## config.mk

```make
export PLATFORM = sky130hd
export DESIGN_NAME = cop0_irq_ctrl_flat
export DESIGN_NICKNAME = d
export VERILOG_FILES = /design/src/rtl/cop0_irq_ctrl_pkg.sv /design/src/rtl/cop0_irq_ctrl_if.sv /design/src/rtl/cop0_irq_ctrl_priority_enc.sv /design/src/rtl/cop0_irq_ctrl.sv /design/src/flat_wrapper.sv
export SDC_FILE = /design/constraint.sdc
export NUM_CORES = 1
export LEC_CHECK = 0
export CAP_MARGIN = 20
export CORE_MARGIN = 4
export CORE_UTILIZATION = 40
export DETAILED_ROUTE_END_ITERATION = 10
export HOLD_SLACK_MARGIN = 0.03
export PLACE_DENSITY_LB_ADDON = 0.12
export SLEW_MARGIN = 10
export SYNTH_ARGS = -nofsm -noshare
export SYNTH_HDL_FRONTEND = slang
export SYNTH_SLANG_ARGS = --single-unit
```

## constraint.sdc

```tcl
create_clock -name Clock -period 1.9 [get_ports Clock]
set_input_delay 0.19 -clock Clock [delete_from_list [all_inputs] [get_ports Clock]]
set_output_delay 0.19 -clock Clock [all_outputs]
set_load 0.03 [all_outputs]
```

## src/rtl/cop0_irq_ctrl_pkg.sv

```systemverilog
// Shared constants and helpers for the COP0 interrupt/timer controller:
// CP0 register addresses, field positions and the RFE interrupt-enable stack.
package cop0_pkg;

    // CP0 register select values (DataAddress)
    localparam logic [4:0] CP0_EPC     = 5'h04;
    localparam logic [4:0] CP0_COUNT   = 5'h09;
    localparam logic [4:0] CP0_COMPARE = 5'h0B;
    localparam logic [4:0] CP0_STATUS  = 5'h0C;
    localparam logic [4:0] CP0_CAUSE   = 5'h0D;
    localparam logic [4:0] CP0_MODE    = 5'h10;

    // Field positions inside Status and Cause
    localparam int IP_LSB  = 10;
    localparam int IM_LSB  = 10;
    localparam int EXC_LSB = 2;
    localparam int EXC_W   = 5;

    // Interrupt-enable stack bit positions inside Status
    localparam int IEC_BIT = 0;
    localparam int IEP_BIT = 2;
    localparam int IEO_BIT = 4;

    // Three-deep interrupt-enable stack: current, previous, old
    typedef struct packed {
        logic ieo;
        logic iep;
        logic iec;
    } ie_stack_t;

    // Taking an interrupt pushes the stack and disables interrupts
    function automatic ie_stack_t ie_push(input ie_stack_t s);
        ie_stack_t r;
        r.ieo = s.iep;
        r.iep = s.iec;
        r.iec = 1'b0;
        return r;
    endfunction

    // RFE pops the stack; the old level is duplicated into previous
    function automatic ie_stack_t ie_pop(input ie_stack_t s);
        ie_stack_t r;
        r.ieo = s.ieo;
        r.iep = s.ieo;
        r.iec = s.iep;
        return r;
    endfunction

endpackage

```

## src/rtl/cop0_irq_ctrl_if.sv

```systemverilog
// CP0 access and interrupt signalling between the pipeline (master) and the
// interrupt controller (slave).
interface cop0_irq_ctrl_if #(
    parameter int NUM_EXT = 4
);
    logic [4:0]         DataAddress;
    logic [31:0]        DataOut;
    logic               DataInEnable;
    logic [31:0]        DataIn;
    logic [31:0]        InterruptedPC;
    logic               InterruptHandled;
    logic               InterruptReturn;
    logic [NUM_EXT-1:0] IrqIn;
    logic               InterruptRequest;
    logic [31:0]        InterruptVector;

    modport master (
        output DataAddress, DataInEnable, DataIn, InterruptedPC,
               InterruptHandled, InterruptReturn, IrqIn,
        input  DataOut, InterruptRequest, InterruptVector
    );

    modport slave (
        input  DataAddress, DataInEnable, DataIn, InterruptedPC,
               InterruptHandled, InterruptReturn, IrqIn,
        output DataOut, InterruptRequest, InterruptVector
    );
endinterface

```

## src/rtl/cop0_irq_ctrl_priority_enc.sv

```systemverilog
// Fixed-priority encoder: the highest-index asserted request wins.
// winner is zero when no request is asserted.
module irq_priority_enc #(
    parameter int NUM_IRQ = 6,
    parameter int IDX_W   = $clog2(NUM_IRQ)
) (
    input  logic [NUM_IRQ-1:0] req,
    output logic               valid,
    output logic [IDX_W-1:0]   winner
);

    // Scan upwards so later (higher) requests overwrite lower ones
    always_comb begin
        valid  = |req;
        winner = '0;
        for (int i = 0; i < NUM_IRQ; i++) begin
            if (req[i]) winner = IDX_W'(i);
        end
    end

endmodule

```

## src/rtl/cop0_irq_ctrl.sv

```systemverilog
// COP0 interrupt/timer controller: external edge/level sources, Count/Compare
// timer with overflow, nested IE stack for RFE, priority ExcCode and vectored
// handler address.
module cop0_irq_ctrl
    import cop0_pkg::*;
#(
    parameter int          NUM_EXT       = 4,
    parameter int          TIMER_WIDTH   = 32,
    parameter logic [31:0] VECTOR_BASE   = 32'h0000_0180,
    parameter logic [31:0] VECTOR_STRIDE = 32'h20
) (
    input logic            Clock,
    input logic            Reset_n,
    input logic            Enable,
    cop0_irq_ctrl_if.slave bus
);

    localparam int NUM_IRQ = NUM_EXT + 2;
    localparam int IDX_W   = $clog2(NUM_IRQ);
    localparam int SRC_OVF = NUM_EXT;
    localparam int SRC_TMR = NUM_EXT + 1;
    localparam logic [TIMER_WIDTH-1:0] COMPARE_RST = TIMER_WIDTH'(32'h0000_FFFF);

    logic [NUM_EXT-1:0]     sync1_q, sync1_d;
    logic [NUM_EXT-1:0]     sync2_q, sync2_d;
    logic [NUM_EXT-1:0]     prev_q, prev_d;
    logic [NUM_EXT-1:0]     mode_q, mode_d;
    logic [NUM_IRQ-1:0]     ip_q, ip_d;
    logic [NUM_IRQ-1:0]     im_q, im_d;
    ie_stack_t              ie_q, ie_d;
    logic [31:0]            epc_q, epc_d;
    logic [TIMER_WIDTH-1:0] count_q, count_d;
    logic [TIMER_WIDTH-1:0] compare_q, compare_d;

    logic                   wr_count, wr_compare, wr_status, wr_cause, wr_mode;
    logic [NUM_EXT-1:0]     rise;
    logic                   wrap, match;
    logic                   pend_valid;
    logic [IDX_W-1:0]       winner;
    logic [EXC_W-1:0]       exc_code;
    logic                   unused_data_in;

    assign wr_count   = bus.DataInEnable && (bus.DataAddress == CP0_COUNT);
    assign wr_compare = bus.DataInEnable && (bus.DataAddress == CP0_COMPARE);
    assign wr_status  = bus.DataInEnable && (bus.DataAddress == CP0_STATUS);
    assign wr_cause   = bus.DataInEnable && (bus.DataAddress == CP0_CAUSE);
    assign wr_mode    = bus.DataInEnable && (bus.DataAddress == CP0_MODE);

    assign rise  = sync2_q & ~prev_q;
    assign match = (count_q == compare_q);
    assign wrap  = !wr_count && (count_q == '1);

    // Upper DataIn bits only matter for some parameter choices
    assign unused_data_in = ^bus.DataIn;

    // Next-state logic for every register; nothing moves while Enable is low
    always_comb begin
        // NOTE: every _d starts as its _q so no path through this block leaves a variable unassigned (no latches).
        sync1_d   = sync1_q;
        sync2_d   = sync2_q;
        prev_d    = prev_q;
        mode_d    = mode_q;
        ip_d      = ip_q;
        im_d      = im_q;
        ie_d      = ie_q;
        epc_d     = epc_q;
        count_d   = count_q;
        compare_d = compare_q;

        if (Enable) begin
            sync1_d = bus.IrqIn;
            sync2_d = sync1_q;
            prev_d  = sync2_q;

            // A software load of Count replaces that cycle's increment
            if (wr_count) count_d = bus.DataIn[TIMER_WIDTH-1:0];
            else          count_d = count_q + TIMER_WIDTH'(1);

            if (wr_compare) compare_d = bus.DataIn[TIMER_WIDTH-1:0];
            if (wr_mode)    mode_d    = bus.DataIn[NUM_EXT-1:0];

            // External sources: edge bits are sticky (set beats clear), level bits track the pin
            for (int i = 0; i < NUM_EXT; i++) begin
                if (mode_q[i]) begin
                    if (rise[i])                                   ip_d[i] = 1'b1;
                    else if (wr_cause && !bus.DataIn[IP_LSB + i])  ip_d[i] = 1'b0;
                end else begin
                    ip_d[i] = sync2_q[i];
                end
            end

            if (wrap)                                            ip_d[SRC_OVF] = 1'b1;
            else if (wr_cause && !bus.DataIn[IP_LSB + SRC_OVF])  ip_d[SRC_OVF] = 1'b0;

            if (match)           ip_d[SRC_TMR] = 1'b1;
            else if (wr_compare) ip_d[SRC_TMR] = 1'b0;

            // IM always takes the write; a stack operation overrides the written IE bits
            if (wr_status) begin
                im_d    = bus.DataIn[IM_LSB +: NUM_IRQ];
                ie_d.ieo = bus.DataIn[IEO_BIT];
                ie_d.iep = bus.DataIn[IEP_BIT];
                ie_d.iec = bus.DataIn[IEC_BIT];
            end

            if (bus.InterruptHandled) begin
                ie_d  = ie_push(ie_q);
                epc_d = bus.InterruptedPC;
            end else if (bus.InterruptReturn) begin
                ie_d  = ie_pop(ie_q);
            end
        end
    end

    // State registers with asynchronous reset
    always_ff @(posedge Clock or negedge Reset_n) begin
        if (!Reset_n) begin
            sync1_q   <= '0;
            sync2_q   <= '0;
            prev_q    <= '0;
            mode_q    <= '0;
            ip_q      <= '0;
            im_q      <= '0;
            ie_q      <= '0;
            epc_q     <= '0;
            count_q   <= '0;
            compare_q <= COMPARE_RST;
        end else begin
            // NOTE: non-blocking assignments so every flop samples pre-edge values regardless of statement order.
            sync1_q   <= sync1_d;
            sync2_q   <= sync2_d;
            prev_q    <= prev_d;
            mode_q    <= mode_d;
            ip_q      <= ip_d;
            im_q      <= im_d;
            ie_q      <= ie_d;
            epc_q     <= epc_d;
            count_q   <= count_d;
            compare_q <= compare_d;
        end
    end

    irq_priority_enc #(
        .NUM_IRQ (NUM_IRQ)
    ) u_prio (
        .req    (im_q & ip_q),
        .valid  (pend_valid),
        .winner (winner)
    );

    assign exc_code             = EXC_W'(winner);
    assign bus.InterruptRequest = ie_q.iec & pend_valid;
    assign bus.InterruptVector  = VECTOR_BASE + 32'(winner) * VECTOR_STRIDE;

    // Combinational CP0 read mux; unmapped addresses read zero
    always_comb begin
        bus.DataOut = '0;
        case (bus.DataAddress)
            CP0_EPC:     bus.DataOut = epc_q;
            CP0_COUNT:   bus.DataOut = 32'(count_q);
            CP0_COMPARE: bus.DataOut = 32'(compare_q);
            CP0_STATUS: begin
                bus.DataOut[IM_LSB +: NUM_IRQ] = im_q;
                bus.DataOut[IEO_BIT]           = ie_q.ieo;
                bus.DataOut[IEP_BIT]           = ie_q.iep;
                bus.DataOut[IEC_BIT]           = ie_q.iec;
            end
            CP0_CAUSE: begin
                bus.DataOut[IP_LSB +: NUM_IRQ] = ip_q;
                bus.DataOut[EXC_LSB +: EXC_W]  = exc_code;
            end
            CP0_MODE:    bus.DataOut = 32'(mode_q);
            default:     bus.DataOut = '0;
        endcase
    end

endmodule

```

## src/flat_wrapper.sv

```systemverilog
// flat-port wrapper written by rule: the top's interface ports become plain ports
module cop0_irq_ctrl_flat import cop0_pkg::*;
#(
    parameter int          NUM_EXT       = 4,
    parameter int          TIMER_WIDTH   = 32,
    parameter logic [31:0] VECTOR_BASE   = 32'h0000_0180,
    parameter logic [31:0] VECTOR_STRIDE = 32'h20
)
  (Clock, Reset_n, Enable, bus_DataAddress, bus_DataInEnable, bus_DataIn, bus_InterruptedPC, bus_InterruptHandled, bus_InterruptReturn, bus_IrqIn, bus_DataOut, bus_InterruptRequest, bus_InterruptVector);
  cop0_irq_ctrl_if #(.NUM_EXT(NUM_EXT)) bus_i ();
  input logic Clock;
  input logic Reset_n;
  input logic Enable;
  input wire logic [$bits(bus_i.DataAddress)-1:0] bus_DataAddress;
  input wire logic [$bits(bus_i.DataInEnable)-1:0] bus_DataInEnable;
  input wire logic [$bits(bus_i.DataIn)-1:0] bus_DataIn;
  input wire logic [$bits(bus_i.InterruptedPC)-1:0] bus_InterruptedPC;
  input wire logic [$bits(bus_i.InterruptHandled)-1:0] bus_InterruptHandled;
  input wire logic [$bits(bus_i.InterruptReturn)-1:0] bus_InterruptReturn;
  input wire logic [$bits(bus_i.IrqIn)-1:0] bus_IrqIn;
  output wire logic [$bits(bus_i.DataOut)-1:0] bus_DataOut;
  output wire logic [$bits(bus_i.InterruptRequest)-1:0] bus_InterruptRequest;
  output wire logic [$bits(bus_i.InterruptVector)-1:0] bus_InterruptVector;
  assign bus_i.DataAddress = bus_DataAddress;
  assign bus_i.DataInEnable = bus_DataInEnable;
  assign bus_i.DataIn = bus_DataIn;
  assign bus_i.InterruptedPC = bus_InterruptedPC;
  assign bus_i.InterruptHandled = bus_InterruptHandled;
  assign bus_i.InterruptReturn = bus_InterruptReturn;
  assign bus_i.IrqIn = bus_IrqIn;
  assign bus_DataOut = bus_i.DataOut;
  assign bus_InterruptRequest = bus_i.InterruptRequest;
  assign bus_InterruptVector = bus_i.InterruptVector;
  cop0_irq_ctrl #(.NUM_EXT(NUM_EXT), .TIMER_WIDTH(TIMER_WIDTH), .VECTOR_BASE(VECTOR_BASE), .VECTOR_STRIDE(VECTOR_STRIDE)) u_core (.Clock(Clock), .Reset_n(Reset_n), .Enable(Enable), .bus(bus_i));
endmodule
```

==> run metrics, run 1 <==
power per cell area=967 nW/um^2; r2r worst-path depth=6; max_slew headroom=63.4%; post-route design area=approximately 10000 sq um; Worst Setup Start Kind=register; Worst Skew=~0.0055 ns; CP Data Required Time=about 1.7 ns; Slew Limit Fails=0; worst-path fanout max=3; antenna violations before repair=0; first-pass iteration count of the detailed router=7; Final period util=102%; status=finished, violations left; post-route ant nets=0; hold path depth=3; Post-synth top flop=dfrtp_1; hold_ws=0.211 ns; drt initial violations=656; worst skew pair latency=between 0.4 and 0.5 ns; Distinct cells, synth=between 60 and 70; Warnings, synthesis=0; Fin. Hold Viols=0; number of synthesized flops with an enable pin=0; dpl ws=-0.250 ns; layout cells sized above 1=roughly a third; cell area after synthesis=7280 sq um; core area=17900 sq um; r2r startpoint=u_core.count_q[0]$_DFFE_PN0P_; hold_sp=Enable; global placement routability congestion=around 0.89; Synth area leader=dfrtp_1; clock power share=39.3%; antenna cells=0; number of global-route vias before repair=between 6000 and 7000; DR vias=6400; total wire length=23300 um; die area=20400 sq um; internal cell power=roughly 7 mW; # setup viols final=2; PortBufs=~120; Min-Delay Endpoint=u_core.ie_q[0]$_DFFE_PN0P_; worst reg2reg path endpoint=u_core.count_q[30]$_DFFE_PN0P_; CTS HTree Levels=4; Final HPWL DP=16000 um; failing checks=setup timing; Max-Cap Viols=0; global route total overflow=0; TritonCTS Buffers=17; Final WS setup=-0.0334 ns; syn_area_per_cell=just over 10 sq um; synthesized flop and latch total=roughly 130; Crit Path Category=register to output port; Clock Tree Root=clkbuf_16; initial core utilization=40.7%; crit path from=u_core.ip_q[3]$_DFFE_PN0P_; number of fill cells in the layout=about 1500; Comb pwr share=23.6%; Rows=between 40 and 50; Power, Total=between 9 and 10 mW; Peak VDD IR=roughly 0.73 mV; switching share of power=29.0%; CTS tree=built; Die W=between 100 and 150 um; Hold Crit Class=input pin to register; Max clock buf depth=2; R2R Setup Slk=~0.050 ns; Critical Path AT=1.74 ns; post-placement cell area=9000 sq um; ys async rst share=100%; pin count of the biggest net entering global routing=40; first-pass GRT wire length=between 30000 and 40000 um; Synth area leaders=dfrtp_1 (38%), mux2_2 (13%), dfstp_2 (5.8%), a21oi_1 (3.2%), buf_4 (3.2%); most common cell after layout, fill and taps aside=dfrtp_1; Reg power frac=37.1%; P&R area growth vs syn=37.9%; most frequent cells in the layout=dfrtp_1 (111), buf_4 (99), mux2_2 (84); RSZ-0062 raised after global routing=true; DRC=0; worst-margin pin slew=around 0.54 ns; CP Capture Type=output port; clock sink total=~130; post-route minimum period=~1.9 ns; Synth top area share=a little under two fifths; setup TNS=-0.0575 ns; I/O pin count=around 140; Die Ht=143 um; gr usage total=about 23%; P_leak=around 4.5 nW; wire per inst=20.6 um; vias per inst=approximately 5.7; Seq/Total Area, Yosys=roughly 44%; net switching power=approximately 2.8 mW; Post-Synthesis Cells=slightly above 700; f_max=between 500 and 600 MHz; Reg clk slew, reported paths=~0.06 ns; nets@finish=a little under 1000
==> metrics by stage <==
stage	instances	utilization, %
after global placement	1080	50.3
after global routing	1131	56.1
final	1131	56.1
after floorplan	739	-
after CTS	1123	55.5
after detailed placement	1080	50.3
==> power groups by stage <==
stage,Combinational (mW),Sequential [mW],Clock (mW)
after floorplan,1.31,3.54,0
after global placement,2.15,3.60,0
after detailed placement,2.19,3.62,0
after CTS,2.22,3.59,3.88
after global routing,2.50,3.65,4.01
final,2.29,3.60,3.82
==> sequential cells by signal, summed over array words and instances, names as in the netlist <==
register	flops
u_core.ip_q	6
u_core.im_q	6
u_core.epc_q	32
u_core.mode_q	4
u_core.prev_q	4
u_core.compare_q	32
u_core.ie_q	3
u_core.sync2_q	4
u_core.count_q	32
u_core.sync1_q	4
==> final cells by class <==
| class | count | area (sq um) | area share [%] |
|---|---|---|---|
| Multi-Input combinational cell | 502 | 3680 | 36.7 |
| Sequential cell | 127 | 3200 | 31.9 |
| Inverter | 29 | 109 | 1.08 |
| Clock inverter | 10 | 205 | 2.04 |
| Timing Repair Buffer | 212 | 2070 | 20.6 |
| Clock buffer | 22 | 484 | 4.82 |
| Tap cell | 229 | 287 | 2.85 |
==> cells by family (layout without fill, tap and decap cells) <==
| kind of cell | count (synthesis) | after routing | synth area share [%] |
|---|---|---|---|
| xor+xnor | 32 | 32 | 3.85 |
| simple gates | 175 | 175 | 12.4 |
| other cells | 1 | 27 | 0.0515 |
| flops | 127 | 127 | 43.9 |
| mux | 96 | 96 | 14.6 |
| buf+inv | 110 | 273 | 8.61 |
| fa+ha+maj | 1 | 1 | 0.172 |
| compound gates | 171 | 171 | 16.4 |
==> metal layers <==
metal,GRT usage [%],part of all wire (%),routed length (um)
met4,9.95,3.5,823
met3,5.09,6.5,1520
met5,0,0,0
met1,30.5,43,9960
met2,36.1,47,11000
==> what timing repair did <==
item / CTS / global route
resized for setup: 34 / 34
setup endpoints to repair: 39 / 46
hold buffers: 1 / 0
setup buffers: 7 / 9
hold endpoints to repair: 20 / 0
pin swaps: 20 / 20
gates cloned: 4 / 0
==> critical path, cell delays in order (launching register included) <==
cell and delay [ns]:
dfrtp_1 0.41, a22oi_2 0.28, nor2_2 0.09, a32oi_2 0.24
nand3_2 0.14, buf_12 0.16
==> how the worst max path moves through the flow <==
stage / endpoint / slack, ns / depth (start not counted)
global route: bus_DataOut[2] / -0.07 / 6
CTS: bus_DataOut[3] / -0.05 / 5
finish: bus_DataOut[3] / -0.03 / 5
floorplan: bus_DataOut[4] / 0.0002 / 6
detailed placement: bus_DataOut[13] / -0.25 / 5
global placement: bus_DataOut[29] / -0.22 / 7
==> cell usage after synthesis (all sizes together) (17+ instances only) <==
| cell type | number |
|---|---|
| xnor2 | 17 |
| dfrtp | 111 |
| o21ai | 35 |
| mux2 | 84 |
| inv | 29 |
| buf | 47 |
| a222oi | 22 |
| clkbuf | 33 |
| a21oi | 47 |
| nor2 | 36 |
| nand3 | 26 |
| nand2 | 57 |
Note: power is estimated with default switching activity, not from simulation.
==> inputs of run 2 (changes only) <==
- clock period: 1.9 -> 2 ns (I/O delays scaled with it)
==> run metrics, run 2 (synthesized netlist as in run 1, its figures left out) <==
fin util=54.9% (-1.2 points); Rows=49 (unchanged); pin count of the biggest net entering global routing=67 (+68%); initial core utilization=40.7% (unchanged); PortBufs=116 (unchanged); vias per inst=5.64 (-0.40%); f_max=approximately 500 MHz; Reg area=3200 sq um (unchanged); total wire length=22400 um (-4.1%); Clock Tree Root=clkbuf_16; most frequent cells in the layout=dfrtp_1 (111), buf_4 (94), mux2_2 (84); r2r worst-path depth=6 (unchanged); multi-input logic area=3630 sq um (-1.4%); Peak VDD IR=0.614 mV (-16%); switching share of power=31.2% (+2.3 points); CP Data Required Time=1.80 ns (+0.09 ns); clock sink total=127 (unchanged); Final HPWL DP=15900 um (-0.62%); net switching power=2.69 mW (-4.2%); layout cells sized above 1=31.9% (-2.2 points); antenna cells=0 (unchanged); Slowest-stage cell, CP=dfrtp_1; DRC=0 (unchanged); CTS tree=built; Worst Setup Start Kind=register; Max-Cap Viols=0 (unchanged); Crit path largest cell delay=0.41 ns (about the same); worst-margin pin slew=0.489 ns (-0.0552 ns); P_leak=4.44 nW (-1.9%); status=complete, no violations; biggest regs=u_core.compare_q x32, u_core.count_q x32, u_core.epc_q x32; Slew Limit Fails=0 (unchanged); nets@finish=961 (-0.83%); worst skew pair latency=0.42 ns (about the same); Fin. Hold Viols=0 (unchanged); Levels on crit path=4 (-1); internal cell power=5.93 mW (-14%); CTS HTree Levels=4 (unchanged); post-route minimum period=between 1.5 and 2 ns; Reg clk slew, reported paths=0.06 ns (about the same); RSZ-0062 raised after global routing=true; antenna violations before repair=0 (unchanged); TritonCTS Buffers=17 (unchanged); Final period util=between 90% and 100%; wire per inst=19.9 um (-3.4%); global placement routability congestion=0.896 (+0.56%); post-route design area=9830 sq um (-2.1%); Worst Path Buf+Inv=1 (unchanged); post-placement cell area=9030 sq um (+0.33%); most common cell after layout, fill and taps aside=dfrtp_1; core area=17900 sq um (unchanged); P&R area growth vs syn=35.1%; hold_ws=0.180 ns (-0.0312 ns); Comb pwr share=24.6% (+1.0 points); drt initial violations=615 (-6.3%); I/O pin count=144 (unchanged); setup TNS=0 ns (+0.0575 ns); Worst Skew=0.00590 ns (+0.000401 ns); worst-path fanout max=4 (+1); gr usage total=22.2% (-0.77 points); number of fill cells in the layout=1586 (+2.9%); first-pass GRT wire length=35100 um (-2.4%); hold path depth=3 (unchanged); DR vias=6329 (-1.1%); max_slew headroom=67.1% (+3.7 points); die area=20400 sq um (unchanged); power per cell area=877 nW/um^2 (-9.3%); Die W=143 um (unchanged); post-route ant nets=0 (unchanged); Reg power frac=39.7% (+2.6 points); Die Ht=143 um (unchanged); # setup viols final=0 (-2); number of global-route vias before repair=6308 (-1.8%); first-pass iteration count of the detailed router=6 (-1); Crit Path Category=register to output port; Hold Crit Class=input pin to register; cell family with most CP delay=compound AO/OA/AOI/OAI gates; global route total overflow=0 (unchanged); Critical Path AT=1.79 ns (+0.05 ns); Max clock buf depth=2 (unchanged); clock power share=35.7% (-3.6 points); CP Capture Type=output port; CP cell instances=nand2_1 -> a32o_2 -> a22o_1 -> dlygate4sd2_1
[run 2: cell types whose count changed in the layout (fill, tap and decap cells not counted), sizes merged, moves of 4 or more]
cell,delta
bufinv,-4
clkbuf,-7
buf,-10
dlygate4sd2,+4
clkinv,+6
[run 2: cell type report]
class / instances / area share [%]
repair buffers: 204 / 20.6
inverters: 29 / 1.11
flip-flops and latches: 127 / 32.5
multi-input cells: 502 / 37.0
clock inverters: 13 / 1.44
well taps: 229 / 2.91
clock buffers: 19 / 4.50
[run 2: through the flow]
stage | setup slack [ns] | cells | power [mW]
6_report | 0.0126 | 1123 | 8.62
5_1_grt | -0.0567 | 1123 | 9.03
4_1_cts | -0.00660 | 1122 | 8.66
3_5_place_dp | -0.164 | 1081 | 5.51
3_3_place_gp | -0.149 | 1081 | 5.46
2_1_floorplan | 0.0802 | 739 | 4.61
[run 2: per-layer routing]
| layer | wire (um) | global-route usage (%) | vias to the layer above |
|---|---|---|---|
| met2 | 10600 | 35.4 | 256 |
| met1 | 10000 | 30.5 | 3132 |
| met4 | 451 | 7.05 | 0 |
| met5 | 0 | 0 | - |
| li1 | - | - | 2907 |
| met3 | 1320 | 4.25 | 34 |
[run 2: path summary, 6_finish.rpt]
kind | from | endpoint | slack, ns
max in group asynchronous | Reset_n | u_core.compare_q[10]$_DFFE_PN1P_ | 1.28
worst min-delay path | Enable | u_core.ip_q[0]$_DFFE_PN0P_ | 0.18
worst max-delay path | u_core.ip_q[2]$_DFFE_PN0P_ | bus_InterruptVector[5] | 0.01
worst min register to register | u_core.sync1_q[0]$_DFFE_PN0P_ | u_core.sync1_q[0]$_DFFE_PN0P_ | 0.50
worst max register to register | u_core.count_q[1]$_DFFE_PN0P_ | u_core.count_q[30]$_DFFE_PN0P_ | 0.14
min in group asynchronous | Reset_n | u_core.sync1_q[3]$_DFFE_PN0P_ | 0.34
[run 2: power groups by stage]
| stage | Clock, mW | Combinational [mW] | Sequential, mW |
|---|---|---|---|
| 2_1_floorplan | 0 | 1.25 | 3.36 |
| 3_3_place_gp | 0 | 2.03 | 3.43 |
| 3_5_place_dp | 0 | 2.06 | 3.45 |
| 4_1_cts | 3.14 | 2.11 | 3.41 |
| 5_1_grt | 3.25 | 2.31 | 3.47 |
| 6_report | 3.08 | 2.12 | 3.42 |
[run 2: repair_timing]
action	in CTS	in global routing
endpoints found under the setup margin	37	25
gates resized for setup	25	14
setup buffers	6	1
hold buffers	1	0
pin swaps	8	6
cloned	2	0
endpoints found under the hold margin	111	0
[run 2: tightest hold or removal path, cell delays in order]
cell	delay, ns
buf_2	0.18
nand2_1	0.08
a32o_1	0.11
==> inputs of run 3 (changes only) <==
- CTS_CLUSTER_SIZE: default -> 25
==> results of run 3 <==
Final layout, timing and power as in run 2 (identical DEF).
